`src/rtl/imem_loader_pkg.sv`:
```
// Shared definitions for the instruction-memory loader: FSM encoding,
// stream framing constants and small sizing helpers.
package imem_loader_pkg;

    localparam logic [2:0] ST_IDLE   = 3'd0;
    localparam logic [2:0] ST_LEN_LO = 3'd1;
    localparam logic [2:0] ST_LEN_HI = 3'd2;
    localparam logic [2:0] ST_DATA   = 3'd3;
    localparam logic [2:0] ST_WRITE  = 3'd4;
    localparam logic [2:0] ST_DONE   = 3'd5;
    localparam logic [2:0] ST_ERROR  = 3'd6;

    localparam int LEN_BYTES          = 2;
    localparam int DEFAULT_DATA_WIDTH = 32;
    localparam int BYTES_PER_WORD     = DEFAULT_DATA_WIDTH / 8;

    function automatic int bytes_per_word(input int data_width);
        return data_width / 8;
    endfunction

    // Capacity is kept 17 bits wide so it can be compared against a full 16-bit word count.
    function automatic logic [16:0] capacity(input int addr_width);
        return 17'(1) << addr_width;
    endfunction

endpackage

```
`src/rtl/imem_loader_byte_packer.sv`:
```
// Little-endian byte-to-word assembler: the first byte of a word ends up in [7:0].
module byte_packer
    import imem_loader_pkg::*;
#(
    parameter int DATA_WIDTH = DEFAULT_DATA_WIDTH
) (
    input  logic                  clk,
    input  logic                  rst,
    input  logic                  clear,
    input  logic [7:0]            byte_data,
    input  logic                  byte_valid,
    output logic [DATA_WIDTH-1:0] word,
    output logic                  word_valid
);

    localparam int BPW   = bytes_per_word(DATA_WIDTH);
    localparam int IDX_W = (BPW > 1) ? $clog2(BPW) : 1;
    localparam logic [IDX_W-1:0] LAST_IDX = IDX_W'(BPW - 1);

    logic [IDX_W-1:0] idx;

    // New bytes enter at the top and shift down, so after a full word the
    // earliest byte sits in the least significant lane.
    always_ff @(posedge clk or posedge rst) begin
        if (rst) begin
            idx  <= '0;
            word <= '0;
        end else if (clear) begin
            idx <= '0;
        end else if (byte_valid) begin
            word <= {byte_data, word[DATA_WIDTH-1:8]};
            idx  <= (idx == LAST_IDX) ? '0 : idx + IDX_W'(1);
        end
    end

    assign word_valid = byte_valid && (idx == LAST_IDX);

endmodule

```
`src/rtl/imem_loader.sv`:
```
// Serial program loader: parses a length-prefixed byte stream and writes the
// assembled words into text memory while holding the core in reset.
module imem_loader
    import imem_loader_pkg::*;
#(
    parameter int DATA_WIDTH = 32,
    parameter int ADDR_WIDTH = 8
) (
    input  logic                  clk,
    input  logic                  rst,
    input  logic                  start,
    input  logic [7:0]            in_data,
    input  logic                  in_valid,
    output logic                  in_ready,
    output logic                  mem_we,
    output logic [ADDR_WIDTH-1:0] mem_addr,
    output logic [DATA_WIDTH-1:0] mem_wdata,
    output logic                  core_rst,
    output logic                  done,
    output logic                  err
);

    localparam logic [16:0] CAPACITY = capacity(ADDR_WIDTH);

    logic [2:0]  state;
    logic [15:0] len;
    logic [15:0] word_cnt;
    logic [15:0] len_full;
    logic        accept;
    logic        launch;
    logic        pack_valid;
    logic        word_valid;

    assign in_ready   = (state == ST_LEN_LO) || (state == ST_LEN_HI) || (state == ST_DATA);
    assign accept     = in_valid && in_ready;
    assign launch     = start && ((state == ST_IDLE) || (state == ST_DONE) || (state == ST_ERROR));
    assign len_full   = {in_data, len[7:0]};
    assign pack_valid = accept && (state == ST_DATA);

    assign mem_we   = (state == ST_WRITE);
    assign core_rst = (state != ST_DONE);
    assign done     = (state == ST_DONE);
    assign err      = (state == ST_ERROR);

    byte_packer #(
        .DATA_WIDTH (DATA_WIDTH)
    ) u_packer (
        .clk        (clk),
        .rst        (rst),
        .clear      (launch),
        .byte_data  (in_data),
        .byte_valid (pack_valid),
        .word       (mem_wdata),
        .word_valid (word_valid)
    );

    // The address only advances when another word follows, so it can never
    // wrap even for a load that fills the whole memory.
    always_ff @(posedge clk or posedge rst) begin
        if (rst) begin
            state    <= ST_IDLE;
            len      <= '0;
            word_cnt <= '0;
            mem_addr <= '0;
        end else if (launch) begin
            state    <= ST_LEN_LO;
            word_cnt <= '0;
            mem_addr <= '0;
        end else begin
            case (state)
                ST_LEN_LO: begin
                    if (accept) begin
                        len[7:0] <= in_data;
                        state    <= ST_LEN_HI;
                    end
                end
                ST_LEN_HI: begin
                    if (accept) begin
                        len[15:8] <= in_data;
                        if (len_full == 16'd0)
                            state <= ST_DONE;
                        else if ({1'b0, len_full} > CAPACITY)
                            state <= ST_ERROR;
                        else
                            state <= ST_DATA;
                    end
                end
                ST_DATA: begin
                    if (word_valid)
                        state <= ST_WRITE;
                end
                ST_WRITE: begin
                    word_cnt <= word_cnt + 16'd1;
                    if (word_cnt + 16'd1 == len) begin
                        state <= ST_DONE;
                    end else begin
                        mem_addr <= mem_addr + ADDR_WIDTH'(1);
                        state    <= ST_DATA;
                    end
                end
                default: state <= state;
            endcase
        end
    end

endmodule

```
`config.mk`:
```
export PLATFORM = sky130hd
export DESIGN_NAME = imem_loader
export DESIGN_NICKNAME = d
export VERILOG_FILES = /design/src/rtl/imem_loader_pkg.sv /design/src/rtl/imem_loader_byte_packer.sv /design/src/rtl/imem_loader.sv
export SDC_FILE = /design/constraint.sdc
export NUM_CORES = 1
export LEC_CHECK = 0
export ABC_CLOCK_PERIOD_IN_PS = 6600
export BUFFER_PORTS_ARGS = -buffer_cell sky130_fd_sc_hd__buf_4
export CAP_MARGIN = 40
export CORE_ASPECT_RATIO = 1.2
export CORE_MARGIN = 2
export CORE_UTILIZATION = 51
export CTS_CLUSTER_SIZE = 8
export DETAILED_ROUTE_END_ITERATION = 12
export PLACE_DENSITY = 0.72
export SETUP_SLACK_MARGIN = 0.5
export SKIP_LAST_GASP = 1
export SYNTH_ARGS = -nofsm -noshare
export SYNTH_HDL_FRONTEND = slang
export SYNTH_SLANG_ARGS = --single-unit
```
`constraint.sdc`:
```
create_clock -name clk -period 6.6 [get_ports clk]
set_clock_uncertainty 0.15 [all_clocks]
set_input_delay 0.99 -clock clk [delete_from_list [all_inputs] [get_ports clk]]
set_output_delay 0.99 -clock clk [all_outputs]
set_load 0.02 [all_outputs]
```
### Word-level counts from Yosys, hierarchy flattened

Index checks and enable logic that the tools add are counted.

| word-level totals | value |
|---|---|
| flip-flop bits (word level) | 77 |
| input bits | 12 |
| output and inout bits | 45 |

| cells by class | value |
|---|---|
| add/sub/neg operators | 3 |
| order comparisons | 1 |
| eq/ne operators | 13 |
| multiplexer cells | 16 |
| bitwise operators | 1 |
| reductions and logical operators | 18 |

Operator list:

| kind | number |
|---|---|
| $mux 16 | 2 |
| $mux 8 | 3 |
| $mux 3 | 7 |
| $add 16x1->16 const B | 1 |
| $eq 16x16->1 | 1 |
| $gt 16x9->1 const B | 1 |
| $logic_not 16->1 | 1 |
| $pmux 3 s4 | 1 |
| $eq 3x3->1 const B | 3 |
| $ne 3x3->1 const B | 3 |
| $add 8x1->8 const B | 1 |
| $eq 3x2->1 const B | 2 |
| $mux 2 | 3 |
| $reduce_and 3->1 | 2 |
| $reduce_bool 5->1 | 1 |
| $logic_and 1x1->1 | 4 |
| $logic_or 1x1->1 | 4 |
| $reduce_and 2->1 | 2 |
| $reduce_and 4->1 | 1 |
| $reduce_bool 2->1 | 2 |
| $eq 3x1->1 const B | 1 |
| $logic_not 3->1 | 1 |
| $ne 3x2->1 const B | 1 |
| $add 2x1->2 const B | 1 |
| 3 further kinds | 3 |

### Depth between registers and ports, before layout

Gate-level depths: netlist (run 1).

| depth | value |
|---|---|
| depth in word-level cells | 9 |
| gate-level depth with buffers | 11 |

### By module

A second synthesis (run 1) with hierarchy kept.

| second synthesis, totals | value |
|---|---|
| cells, all modules | 373 |
| area, all modules | 4200.3 µm² |

Modules (own cells, without submodules):

| module | times used | cells an instance | area an instance (µm²) | sequential area each (µm²) |
|---|---|---|---|---|
| imem_loader | 1 | 294 | 2735.1 | 1076.0 |
| byte_packer | 1 | 79 | 1465.2 | 850.8 |

### Least setup slack after synthesis (run 1)

No wires, ideal clock.

| timing path | value |
|---|---|
| path type | register to register |
| from | register word_cnt[0] |
| to | register state[1] |
| library setup time | 0.147 ns |
| arrival | 2.321 ns |
| required time | 6.303 ns |
| path slack | 3.983 ns |
| stages on the path, launching flop included | 9 |
| buffers on the path | 0 |
| clock period less this slack | 2.617 ns |
| cells stage by stage | dfrtp_1 -> ha_1 -> nand3_1 -> or4b_1 -> o2111ai_1 -> o2111ai_2 -> or4_4 -> nand2_2 -> a221oi_2 |

| between the ends | value |
|---|---|
| word-level cells in the longest chain between the ends | 5 |

RTL lines:

| item | line | text |
|---|---|---|
| start: declaration | imem_loader.sv:27 | `logic [15:0] word_cnt;` |
| start signal: assignment | imem_loader.sv:93 | `word_cnt <= word_cnt + 16'd1;` |
| $add 16x1->16 | imem_loader.sv:94 | `if (word_cnt + 16'd1 == len) begin` |
| $eq 16x16->1 | imem_loader.sv:94 |  |
| $mux 3 | imem_loader.sv:94 |  |
| $pmux 3 s4 | imem_loader.sv:70 | `case (state)` |
| $mux 3 | imem_loader.sv:65 | `end else if (launch) begin` |
| end signal: assignment | imem_loader.sv:101 | `default: state <= state;` |
| end: declaration | imem_loader.sv:25 | `logic [2:0] state;` |

No other way between the ends.
A chain may end at the register's enable or synchronous reset.

### Final worst setup path (run 1)

| timing path | value |
|---|---|
| from | register state[0] |
| to | output mem_we |

| between the ends | value |
|---|---|
| word-level cells in the longest chain between the ends | 1 |

RTL lines:

| item | line | text |
|---|---|---|
| $eq 3x3->1 | imem_loader.sv:40 | `assign mem_we = (state == ST_WRITE);` |
| end: declaration | imem_loader.sv:15 | `output logic mem_we,` |

No other way between the ends.

==> summary.txt, run 1 <==
Timing
  • RSZ-0062 raised after global routing: no
  • Final setup fails: 0
  • Final Slew Violations: 0
  • Max transition margin: 47.8%
  • Least-Margin Pin Slew: 0.780 ns
  • Setup slack after layout: 3.17 ns
  • Crit path time final: 3.43 ns
  • Setup tns final: 0 ns
  • Hold Violations, Final: 0
  • Final worst path period share: 52.0%
  • Max Clk Rate: 291 MHz

Pwr
  • Power density over cell area: 428 mW/mm2
  • Switching Fraction: 38.7%
  • Combinational fraction of design power: 42.5%
  • Total power: 0.00200 W
  • Switching power: 0.000775 W
  • Sequential power share: 39.5%
  • Worst vdd ir: 0.000274 V
  • Internal power: 0.00123 W
  • LEAKAGE: 2.12 nW
  • Clock power share: 18.0%

Global routing
  • First-pass GRT wire length: 14600 um
  • Pin count of the biggest net entering global routing: 42
  • Vias in the first global route: 3030
  • GRT overflow: 0
  • Antenna violations before repair: 0
  • Total GRT Usage: 21.5%

Synth
  • Top_reg_cell synth: dfrtp_1
  • Synth warnings: 0
  • Unique cell type count in the Yosys netlist: 53
  • Largest cells by area after synthesis: dfrtp_1 (48%), mux2_2 (14%), o21ai_0 (3.3%), o31ai_1 (2.8%), nand2_1 (2.4%)
  • Post-synth EDFFs: 0
  • Register bit total from synthesis: 77
  • Post-synth top area cell: dfrtp_1
  • FFs w/ async S/R, synth: 100%
  • Sequential area share after synthesis: 48.3%
  • Syn Inst Count: 365
  • Syn avg cell area: 10.9 um2
  • Synth top area share: 48.3%
  • Mapped Area: 0.00399 mm2
  • Post-Syn Nets: 380

Routing
  • Pre-antenna DRT Iters: 4
  • Via Count: 3043
  • Routed WL per cell: 16.7 um
  • Via-per-instance ratio: 5.94
  • Initial drt markers: 208
  • DRC: 0
  • ANT nets after route: 0
  • Total wire length: 8540 um

Finish
  • Share of cells above drive strength 1: 32.6%
  • Diode count: 0
  • Area Growth Syn to Fin: 17.2%
  • Commonest non-fill, non-tap cells in the layout: dfrtp_1 (77), buf_4 (59), mux2_2 (49), nand2_1 (26), o21ai_0 (26)
  • Nets: 431
  • Most common cell after layout, fill and taps aside: dfrtp_1

Clock tree
  • TritonCTS clock tree: yes
  • Post-CTS Setup Inserts: 0
  • H-tree Lvls: 3
  • Post-CTS Hold Fix Bufs: 0
  • CTS max path bufs: 2
  • Clk root buf: clkbuf_8
  • Reg clk slew, reported paths: 0.08 ns
  • Num Clock Sinks: 77
  • CTS buffer count: 9
  • Resize count post-CTS: 0
  • Worst skew pair latency: 0.35 ns

Worst setup path
  • Worst path max stage delay: 0.49 ns
  • Setup crit start kind: flop
  • WP data required: 5.46 ns
  • Arrival time at the worst endpoint: 2.29 ns
  • CP Capture Type: primary output
  • Reg-to-reg setup timing slack: 3.52 ns
  • Critical-path cell list: nor2_1 -> nand2_1 -> buf_16 -> inv_1 -> buf_4
  • Max FO, Critical Path: 25
  • Setup Crit Path Kind: flop to primary output
  • Worst path slowest cell: dfrtp_1

Die
  • Die area: 0.00855 mm2
  • Die Width: 84.7 um
  • Core footprint: 0.00762 mm2
  • I/O pins: 57
  • Starting Density: 52.4%
  • Rows: 35
  • Chip Height: 101 um

Placement
  • Port Buffers: 56
  • Pre-CTS setup slack: 3.53 ns
  • Placer Congestion: 0.824
  • Post-DP HPWL: 6080 um

Run
  • MaxCap Viol Count: 0

Hold path
  • HP Class: flop to flop

Outcome
  • Status: finished, final reports clean
-- power by group through the flow --
stage	sequential, W	clock [W]	combinational, W
final	0.000790	0.000360	0.000849
after floorplan	0.000875	0	0.000464
after detailed placement	0.000799	0	0.000853
after global placement	0.000787	0	0.000821
after CTS	0.000791	0.000367	0.000856
after global routing	0.000820	0.000388	0.000921
-- Yosys cell counts, types with 4 or more instances --
cell type / n
buf_6: 5
nand4_1: 9
inv_1: 8
o21ai_0: 26
xnor2_1: 11
nor2_1: 15
nand3_1: 17
clkbuf_1: 13
o211ai_1: 4
and2_1: 8
xor2_1: 8
nor4_1: 4
a21oi_1: 12
nand2_1: 26
o31ai_1: 15
mux2_2: 49
dfrtp_1: 77
-- flip-flops by register name, indices dropped and copies added, names as in the netlist --
| signal | flops |
|---|---|
| len | 16 |
| mem_addr | 8 |
| state | 3 |
| u_packer.idx | 2 |
| u_packer.word | 32 |
| word_cnt | 16 |
-- final timing paths --
| kind | from | end | depth (start not counted) |
|---|---|---|---|
| hold / removal | u_packer.idx[0] | u_packer.idx[0] | 1 |
| min in group asynchronous | rst | u_packer.word[3] | 3 |
| max in group asynchronous | rst | word_cnt[13] | 4 |
| hold reg to reg | u_packer.idx[0] | u_packer.idx[0] | 1 |
| setup / recovery | state[0] | mem_we | 5 |
| setup reg to reg | word_cnt[0] | mem_addr[7] | 8 |
-- logic make-up (layout without fill, tap and decap cells) --
kind of cell,Yosys count,in the layout,share of synthesized area (%)
AOI/OAI and AO/OA,73,73,11.9
adders and majority gates,3,3,0.941
xor gates and xnor gates,19,19,4.17
muxes,52,52,14.6
DFF,77,77,48.3
buffers and inverters,29,84,3.73
and+or+nand+nor,112,112,16.4
-- layer usage --
| metal | wire (um) | global-route usage (%) | vias to the layer above |
|---|---|---|---|
| met5 | 0 | 0 | - |
| met3 | 483 | 4.42 | 13 |
| met1 | 3910 | 29.0 | 1501 |
| met4 | 138 | 8.91 | 0 |
| met2 | 4000 | 34.0 | 90 |
| li1 | - | - | 1439 |
-- layout make-up --
| class | count | area [um2] |
|---|---|---|
| clock buffer | 10 | 138 |
| multi-input combinational | 259 | 1910 |
| fill | 637 | 2950 |
| timing repair buffer | 61 | 490 |
| tap | 92 | 115 |
| inverter | 8 | 30.0 |
| clock inverter | 5 | 60.1 |
| sequential | 77 | 1930 |
-- through the flow --
| step | std cells | hold WS, ns | cell area (um2) | util (%) |
|---|---|---|---|---|
| after floorplan | 365 | 0.311 | 3990 | - |
| after global placement | 495 | 0.328 | 4430 | 58.1 |
| after global routing | 512 | 0.381 | 4670 | 61.3 |
| after CTS | 512 | 0.366 | 4670 | 61.3 |
| after detailed placement | 497 | 0.348 | 4480 | 58.8 |
| final | 512 | 0.364 | 4670 | 61.3 |
-- worst max-delay path: cells and delay by family (launching register included) --
family	cells	cell delay, ns
buffers and inverters	3	0.91
and+or+nand+nor	2	0.55
DFF	1	0.49
(Power assumes the default switching activity.)
==> inputs of run 2 (changes only) <==
--- a/config.mk
+++ b/config.mk
@@ -5,7 +5,7 @@
 export SDC_FILE = /design/constraint.sdc
 export NUM_CORES = 1
 export LEC_CHECK = 0
-export ABC_CLOCK_PERIOD_IN_PS = 6600
+export ABC_CLOCK_PERIOD_IN_PS = 3600
 export BUFFER_PORTS_ARGS = -buffer_cell sky130_fd_sc_hd__buf_4
 export CAP_MARGIN = 40
 export CORE_ASPECT_RATIO = 1.2
==> constraint.sdc (replaced) <==
create_clock -name clk -period 3.6 [get_ports clk]
set_clock_uncertainty 0.15 [all_clocks]
set_input_delay 0.54 -clock clk [delete_from_list [all_inputs] [get_ports clk]]
set_output_delay 0.54 -clock clk [all_outputs]
set_load 0.02 [all_outputs]
==> run 2 against run 1 <==
  * Clock power up 83%
  * Final cell count up 0.39%
  * Count of clock-buffer cells in the layout unchanged
  * Combinational power up 81%
  * Critical path depth up 3
  * Final area down 0.11%
  * Non-clock buffer count up 2
  * Critical path type is now flop to flop
  * Critical endpoint is now state[1]
  * Largest cell class unchanged
  * Highest routed layer unchanged
==> summary.txt, run 2 (synthesized netlist as in run 1, its figures left out) <==
Finish
  • Diode count: 0
  • Share of cells above drive strength 1: 32.9%
  • Biggest register: u_packer.word
  • Fillers: 652
  • Largest registers: u_packer.word x32, len x16, word_cnt x16
  • Most common cell after layout, fill and taps aside: dfrtp_1
  • Commonest non-fill, non-tap cells in the layout: dfrtp_1 (77), buf_4 (62), mux2_2 (49), nand2_1 (26), o21ai_0 (26)
  • Nets: 433
  • Area Growth Syn to Fin: 17.0%
  • Max FFs per register: 32
  • Fin cells: 514

Routing
  • Routed WL per cell: 16.4 um
  • Initial drt markers: 173
  • Total wire length: 8410 um
  • DRC: 0
  • Via-per-instance ratio: 5.96
  • Via Count: 3064
  • ANT nets after route: 0
  • Pre-antenna DRT Iters: 4

Die
  • Rows: 35
  • Core footprint: 0.00762 mm2
  • I/O pins: 57
  • Die area: 0.00855 mm2
  • Starting Density: 52.4%
  • Die Width: 84.7 um
  • Chip Height: 101 um

Worst setup path
  • Max FO, Critical Path: 6
  • Crit path max-delay family: simple AND/OR/NAND/NOR gates
  • Critical-path cell list: ha_1 -> nand3_1 -> or4b_1 -> o2111ai_1 -> o2111ai_2 -> or4_4 -> nand2_2 -> a221oi_2
  • Reg-to-reg setup timing slack: 0.74 ns
  • WP data required: 3.66 ns
  • CP Capture Type: flop
  • Worst-case reg-to-reg path depth: 8
  • Worst path bufs/invs: 0
  • Worst r2r dst: state[1]
  • Critical Path Stages: 8
  • Reg2reg start: word_cnt[0]
  • Arrival time at the worst endpoint: 2.92 ns
  • Setup crit start kind: flop
  • Worst path max stage delay: 0.58 ns
  • Setup Crit Path Kind: flop to flop
  • Worst path slowest cell: or4_4

Pwr
  • LEAKAGE: 2.12 nW
  • Switching power: 0.00142 W
  • Combinational fraction of design power: 42.1%
  • Power density over cell area: 783 mW/mm2
  • Internal power: 0.00224 W
  • Sequential power share: 39.9%
  • Clock power share: 18.0%
  • Switching Fraction: 38.8%
  • Worst vdd ir: 0.000492 V
  • Total power: 0.00366 W

Placement
  • Port Buffers: 56
  • Post-DP HPWL: 5860 um
  • Pre-CTS setup slack: 0.604 ns
  • Placer Congestion: 0.871
  • Cell Count Post-Placement: 498

Timing
  • Hold Violations, Final: 0
  • Max Clk Rate: 349 MHz
  • RSZ-0062 raised after global routing: no
  • Final worst path period share: 79.5%
  • Crit path time final: 2.86 ns
  • Final Slew Violations: 0
  • Max transition margin: 52.4%
  • Worst hold slack: 0.155 ns
  • Setup slack after layout: 0.739 ns
  • Least-Margin Pin Slew: 0.706 ns
  • Final setup fails: 0
  • Setup tns final: 0 ns

Global routing
  • Vias in the first global route: 3018
  • First-pass GRT wire length: 14500 um
  • Pin count of the biggest net entering global routing: 41
  • Antenna violations before repair: 0
  • Total GRT Usage: 21.2%
  • GRT overflow: 0

Run
  • MaxCap Viol Count: 0

Outcome
  • Status: finished, final reports clean

Clock tree
  • TritonCTS clock tree: yes
  • Post-CTS Hold Fix Bufs: 0
  • Num Clock Sinks: 77
  • Clk root buf: clkbuf_8
  • CTS buffer count: 9
  • Worst skew pair latency: 0.35 ns
  • CTS max path bufs: 2
  • H-tree Lvls: 3
  • Reg clk slew, reported paths: 0.08 ns

Hold path
  • HP Class: primary input to async pin
[run 2: cell types whose count changed in the layout (fill, tap and decap cells not counted)]
cell	previous run	this run
buf_4	59	62
buf_16	1	0
[run 2: repair_timing]
item,CTS,global route
setup buffers,0,1
resized for setup,0,0
setup endpoints to repair,0,8
[run 2: power by group through the flow]
stage	Sequential, W	Combinational [W]	Clock [W]
after floorplan	0.00160	0.000850	0
after global placement	0.00145	0.00152	0
after detailed placement	0.00147	0.00155	0
after CTS	0.00146	0.00155	0.000676
after global routing	0.00151	0.00168	0.000714
final	0.00146	0.00154	0.000660
[run 2: stage by stage]
stage	util (%)	area, um2
after floorplan	-	3990
after global placement	58.3	4440
after detailed placement	58.6	4460
after CTS	61.2	4660
after global routing	61.3	4670
final	61.3	4670
[run 2: cell type report]
type / instances / area [um2] / share of cell area [%]
repair buffers: 63 / 485 / 10.4
inverters: 8 / 30.0 / 0.643
well taps: 92 / 115 / 2.47
multi-input cells: 259 / 1910 / 41.0
flip-flops and latches: 77 / 1930 / 41.3
clock inverters: 5 / 60.1 / 1.29
clock buffers: 10 / 138 / 2.95
[run 2: worst register-to-register path, delay by kind of cell (launching register included)]
kind	cells	cell delay (ns)
AOI/OAI and AO/OA	3	0.37
DFF	1	0.43
adders and majority gates	1	0.28
and+or+nand+nor	4	1.50
[run 2: how the worst max path moves through the flow]
stage	to	slack, ns	startpoint
2_1_floorplan	len[0]	0.94	rst
3_3_place_gp	mem_addr[7]	0.73	word_cnt[0]
3_5_place_dp	mem_addr[5]	0.60	word_cnt[0]
4_1_cts	mem_addr[5]	0.59	word_cnt[0]
5_1_grt	mem_addr[6]	0.58	word_cnt[0]
6_report	state[1]	0.74	word_cnt[0]
[run 2: per-layer routing]
layer  routed length, um  GRT usage [%]  vias to the layer above
li1                    -              -                     1447
met1                3780           28.3                     1513
met2                3980           33.4                       88
met3                 409           4.18                       16
met4                 234           10.0                        0
met5                   0              0                        -
